**src/rtl/gpio_pkg.sv**
```systemverilog
// rtl/gpio_pkg.sv - register offsets, bus size encodings and write-mask helper for gpio_ctrl
package gpio_pkg;

   localparam logic [2:0] GPIO_OUT     = 3'd0;
   localparam logic [2:0] GPIO_DIR     = 3'd1;
   localparam logic [2:0] GPIO_IN      = 3'd2;
   localparam logic [2:0] GPIO_RISE_EN = 3'd3;
   localparam logic [2:0] GPIO_FALL_EN = 3'd4;
   localparam logic [2:0] GPIO_PEND    = 3'd5;
   localparam logic [2:0] GPIO_SET     = 3'd6;
   localparam logic [2:0] GPIO_CLR     = 3'd7;

   localparam logic [1:0] WSIZE_BYTE = 2'b01;
   localparam logic [1:0] WSIZE_HALF = 2'b10;
   localparam logic [1:0] WSIZE_WORD = 2'b11;

   // 2'b00 is not issued by the CPU; treat it as a full-word write.
   function automatic logic [31:0] wsize_mask(input logic [1:0] wsize);
      case (wsize)
         WSIZE_BYTE: return 32'h0000_00FF;
         WSIZE_HALF: return 32'h0000_FFFF;
         default:    return 32'hFFFF_FFFF;
      endcase
   endfunction

endpackage

```
**src/rtl/gpio_sync.sv**
```systemverilog
// rtl/gpio_sync.sv - per-bit flop-chain synchroniser for asynchronous pad inputs
module gpio_sync #(
   parameter int WIDTH       = 8,
   parameter int SYNC_STAGES = 2
) (
   input  logic             clk,
   input  logic             reset,
   input  logic [WIDTH-1:0] d,
   output logic [WIDTH-1:0] s
);

   logic [WIDTH-1:0] r_chain [SYNC_STAGES];

   always_ff @(posedge clk) begin
      if (reset) begin
         for (int i = 0; i < SYNC_STAGES; i++) begin
            r_chain[i] <= '0;
         end
      end else begin
         r_chain[0] <= d;
         for (int i = 1; i < SYNC_STAGES; i++) begin
            r_chain[i] <= r_chain[i-1];
         end
      end
   end

   assign s = r_chain[SYNC_STAGES-1];

endmodule

```
**src/rtl/gpio_ctrl.sv**
```systemverilog
// rtl/gpio_ctrl.sv - memory-mapped GPIO controller with direction, set/clear and edge interrupts
module gpio_ctrl
   import gpio_pkg::*;
#(
   parameter int               WIDTH       = 8,
   parameter int               SYNC_STAGES = 2,
   parameter logic [WIDTH-1:0] OUT_RESET   = '0
) (
   input  logic             clk,
   input  logic             reset,
   input  logic [31:0]      addr,
   input  logic             ren,
   output logic [31:0]      rdata,
   input  logic             wen,
   input  logic [31:0]      wdata,
   input  logic [1:0]       wsize,
   input  logic [WIDTH-1:0] gpio_in,
   output logic [WIDTH-1:0] gpio_out,
   output logic [WIDTH-1:0] gpio_oe,
   output logic             irq
);

   logic [WIDTH-1:0] r_out;
   logic [WIDTH-1:0] r_dir;
   logic [WIDTH-1:0] r_rise_en;
   logic [WIDTH-1:0] r_fall_en;
   logic [WIDTH-1:0] r_pend;
   logic [WIDTH-1:0] r_prev;
   logic [31:0]      r_rdata;

   logic [2:0]       w_sel;
   logic [31:0]      w_mask;
   logic [WIDTH-1:0] w_wd;
   logic [WIDTH-1:0] w_s;
   logic [WIDTH-1:0] w_rise;
   logic [WIDTH-1:0] w_fall;
   logic [WIDTH-1:0] w_w1c;
   logic [31:0]      w_rd_val;
   logic             w_unused_addr;

   assign w_sel         = addr[4:2];
   assign w_unused_addr = ^{addr[31:5], addr[1:0]};
   assign w_mask        = wsize_mask(wsize);
   // Bits at or above WIDTH are dropped here, so every register ignores them.
   assign w_wd          = WIDTH'(wdata & w_mask);

   gpio_sync #(
      .WIDTH       (WIDTH),
      .SYNC_STAGES (SYNC_STAGES)
   ) u_sync (
      .clk   (clk),
      .reset (reset),
      .d     (gpio_in),
      .s     (w_s)
   );

   assign w_rise = w_s & ~r_prev & r_rise_en;
   assign w_fall = ~w_s & r_prev & r_fall_en;
   assign w_w1c  = (wen && (w_sel == GPIO_PEND)) ? w_wd : '0;

   always_ff @(posedge clk) begin
      if (reset) begin
         r_out     <= OUT_RESET;
         r_dir     <= '0;
         r_rise_en <= '0;
         r_fall_en <= '0;
      end else if (wen) begin
         case (w_sel)
            GPIO_OUT:     r_out     <= (r_out & ~WIDTH'(w_mask)) | w_wd;
            GPIO_DIR:     r_dir     <= (r_dir & ~WIDTH'(w_mask)) | w_wd;
            GPIO_RISE_EN: r_rise_en <= (r_rise_en & ~WIDTH'(w_mask)) | w_wd;
            GPIO_FALL_EN: r_fall_en <= (r_fall_en & ~WIDTH'(w_mask)) | w_wd;
            GPIO_SET:     r_out     <= r_out | w_wd;
            GPIO_CLR:     r_out     <= r_out & ~w_wd;
            default: ;
         endcase
      end
   end

   // New edges are OR-ed in after the clear so a coincident edge stays pending.
   always_ff @(posedge clk) begin
      if (reset) begin
         r_prev <= '0;
         r_pend <= '0;
      end else begin
         r_prev <= w_s;
         r_pend <= (r_pend & ~w_w1c) | w_rise | w_fall;
      end
   end

   always_comb begin
      w_rd_val = '0;
      case (w_sel)
         GPIO_OUT:     w_rd_val = 32'(r_out);
         GPIO_DIR:     w_rd_val = 32'(r_dir);
         GPIO_IN:      w_rd_val = 32'(w_s);
         GPIO_RISE_EN: w_rd_val = 32'(r_rise_en);
         GPIO_FALL_EN: w_rd_val = 32'(r_fall_en);
         GPIO_PEND:    w_rd_val = 32'(r_pend);
         default:      w_rd_val = '0;
      endcase
   end

   always_ff @(posedge clk) begin
      if (reset) begin
         r_rdata <= '0;
      end else if (ren) begin
         r_rdata <= w_rd_val;
      end
   end

   assign rdata    = r_rdata;
   assign gpio_out = r_out;
   assign gpio_oe  = r_dir;
   assign irq      = |r_pend;

endmodule

```
**config.mk**
```make
export PLATFORM = sky130hd
export DESIGN_NAME = gpio_ctrl
export DESIGN_NICKNAME = d
export VERILOG_FILES = /design/src/rtl/gpio_pkg.sv /design/src/rtl/gpio_sync.sv /design/src/rtl/gpio_ctrl.sv
export SDC_FILE = /design/constraint.sdc
export NUM_CORES = 1
export LEC_CHECK = 0
export CORE_MARGIN = 4
export CORE_UTILIZATION = 48
export DETAILED_ROUTE_END_ITERATION = 10
export PLACE_DENSITY = 0.86
export SLEW_MARGIN = 0
export SYNTH_ARGS = -nofsm -noshare
export SYNTH_HDL_FRONTEND = slang
export SYNTH_SLANG_ARGS = --single-unit
```
**constraint.sdc**
```tcl
create_clock -name clk -period 2.22 [get_ports clk]
set_clock_uncertainty 0.1 [all_clocks]
set_input_delay 0.222 -clock clk [delete_from_list [all_inputs] [get_ports clk]]
set_output_delay 0.222 -clock clk [all_outputs]
set_load 0.05 [all_outputs]
```
==> impl_metrics.tcl <==
set metrics [dict create \
    synth-compound-area-share 0.1267 \
    port_buffers 47 \
    first_pass_iters 4 \
    power.leakage_nw 1.476 \
    timing.rr.start "gpio_out[5]" \
    dp_cells 479 \
    synthAdderAreaFrac 0 \
    synth_xor_area_frac 0.007985 \
    yosysMostFrequentCell "dfxtp_1" \
    placeableCoreArea_um2 6869 \
    period_share 0.8662 \
    die_h_um 92.74 \
    ys_types 42 \
    grt_max_degree 39 \
    yosysTopAreaCellShare 0.4181 \
    vias 2756 \
    crit_family "buffers and inverters" \
    die_w_um 92.74 \
    slew-limit-headroom 0.6370 \
    initial_core_util 0.5018 \
    crit_chain "clkdlybuf4s50_1" \
    drtAntennaViolNets 0 \
    worst_path_max_delay_cell "clkdlybuf4s50_1" \
    synth_top_area_cell "dfxtp_1" \
    cp.depth 1 \
    status "finished clean" \
    clk_latency_ps 350 \
    worst_pin_slew_ps 543.3 \
    synthSimpleGateAreaFrac 0.2461 \
    critPathCapture "gpio_out[4]" \
    post_dp_cell_area_um2 3897 \
    avgViaCountPerCell 5.568 \
    synthTopCellsByArea "dfxtp_1, buf_4, nor2b_1, mux2i_1, nand3b_1" \
    hp-start "reset" \
    boundaryPins 127 \
    syn_area_um2 3447 \
    rr_worst_depth 3 \
    slowest_delay_ps 840 \
    grt-ovfl-total 0 \
    critPathLaunchType "register" \
    crit_type "reg2out" \
    yosysWarnings 0 \
    grt_first_pass_wirelength_um 13140 \
    nets 472 \
    cts_tree "done" \
    grtUsageTotal 0.1997 \
    ctsResizeCount 0 \
    startpoint "gpio_out[4]" \
    cp_data_required_time_ps 1900 \
    synth-edff-count 0 \
    ys_seq_elements 72 \
    power.density_nw_per_um2 709.9 \
    cts-root-buf "clkbuf_8" \
    setup_viol 0 \
    cts_buffer_depth 2 \
    dieArea_um2 8601 \
    synth_commonest_cells "dfxtp_1, buf_4, nor2b_1, nor2_1, nand2_1" \
    cts.sinks 72 \
    synth-seq-area-share 0.4181 \
    synth_top_family_by_area "simple AND/OR/NAND/NOR gates" \
    timing.rr.end "rdata[5]" \
    remaining_drc_errors 0 \
    critPathArrivalTime_ps 1600 \
    final_cell_area_um2 4113 \
    ir_drop_mv 0.3852 \
    wl_per_cell_um 16.75 \
    netlist_instances 351 \
    synth_ff_type "dfxtp_1" \
    path_buf_inv 1 \
    cts_htree_levels 3 \
    antenna_found_initial 0 \
    diodes 0 \
    dp_hpwl_um 5701 \
    async_flop_share 0 \
    hold_viol 0 \
    fmax_ghz 0.5201 \
    rsz0062_at_grt "false" \
    cts_made_buffers 9 \
    drv_slew 0 \
    avgSynthCellArea_um2 9.821 \
    grt_pass1_vias 2595 \
    max_cap_viol_count 0 \
    fin_crit_ps 1923 \
    syn_to_final_growth_pct 19.31 \
    rows 30 \
    post_cts_buffers 0 \
    rrSetupSlack_ps 940 \
    drt_iter0_markers 235 \
    synth_mux_area_frac 0.08240 \
    crit_fanout 3 \
    hp-class "in2reg" \
    path_clk_slew_ps 70 \
    drt-total-wl_um 8291 \
    layout-drive-gt1-share 0.1679 \
    setup_tns_ps 0 \
    fin_cells 495 \
    hold_buffers 0 \
    cp-end-kind "output pin" \
    gp_congestion 0.8366 \
]
==> routing by layer <==
| layer | GRT usage | vias to the layer above | routed length [um] |
|---|---|---|---|
| met5 | 0 | - | 0 |
| met1 | 0.2335 | 1313 | 3202 |
| met4 | 0.08791 | 0 | 224 |
| met2 | 0.3263 | 135 | 4082 |
| li1 | - | 1285 | - |
| met3 | 0.07474 | 23 | 782 |
==> logic make-up (layout without fill, tap and decap cells) <==
family / after synthesis / count (layout)
XOR/XNOR: 1 / 1
other: 1 / 24
AND/OR/NAND/NOR: 128 / 128
buffers and inverters: 63 / 88
AO/OA/AOI/OAI: 59 / 59
flip-flops: 72 / 72
multiplexers: 27 / 27
==> state kept, by name, summed over array words and instances, names as in the netlist <==
register,count
rdata,8
u_sync.r_chain,16
gpio_oe,8
r_rise_en,8
gpio_out,8
r_prev,8
r_fall_en,8
r_pend,8
==> worst reg2reg max path, stage by stage (launching register included) <==
cell	delay [ps]
dfxtp_1	340
mux2_1	280
a222oi_1	330
a211oi_1	110
==> layout make-up <==
| type | count | area, um^2 |
|---|---|---|
| Clock inverter | 5 | 81.33 |
| Multi-Input combinational cell | 239 | 1687 |
| Clock buffer | 11 | 131.4 |
| Timing Repair Buffer | 61 | 610.6 |
| Fill cell | 566 | 2756 |
| Tap cell | 96 | 120.1 |
| Sequential cell | 72 | 1441 |
| Inverter | 11 | 41.29 |
==> cells in the final DEF (no fill, tap or decap), types with 3 or more instances in the layout <==
cell type,count
nand3_2,8
clkdlybuf4s50_1,45
mux2i_1,16
conb_1,24
a32oi_1,6
dfxtp_1,72
o21ai_0,8
a21oi_2,8
a21oi_1,8
buf_4,11
buf_12,3
nor2_1,20
nand3b_1,16
and4bb_2,4
nor4bb_1,4
nand3_1,12
nand2_1,17
nand4_1,8
o21bai_1,4
nor2b_1,27
mux2_2,9
a31oi_1,14
clkbuf_8,9
a41oi_1,4
and4b_1,3
inv_1,11
==> power breakdown <==
part | leakage, nW | internal [mW] | switching (mW) | total, mW
registers | 0.587 | 1.33 | 0.0284 | 1.36
logic | 0.785 | 0.147 | 0.298 | 0.446
clock network | 0.104 | 0.633 | 0.480 | 1.11
total | 1.48 | 2.11 | 0.807 | 2.92
==> per-stage QoR <==
stage	utilization	worst slack (ps)	hold WS (ps)	total power [mW]
floorplan	-	746.4	250.2	1.733
CTS	0.5984	45.88	220.8	2.941
global placement	0.5674	175.2	317.0	1.822
detailed placement	0.5674	157.3	321.8	1.831
finish	0.5987	297.1	235.5	2.920
global route	0.5987	248.1	245.4	3.024
==> how the worst min path moves through the flow <==
stage                                  endpoint  slack [ps]  depth (start not counted)
after floorplan            u_sync.r_chain[0][0]         250                          1
after global placement    u_sync.r_chain[0][14]         320                          1
after detailed placement  u_sync.r_chain[0][13]         320                          1
after CTS                 u_sync.r_chain[0][13]         220                          2
after global routing       u_sync.r_chain[0][2]         250                          2
final                      u_sync.r_chain[0][2]         240                          2
(Power assumes the default switching activity.)
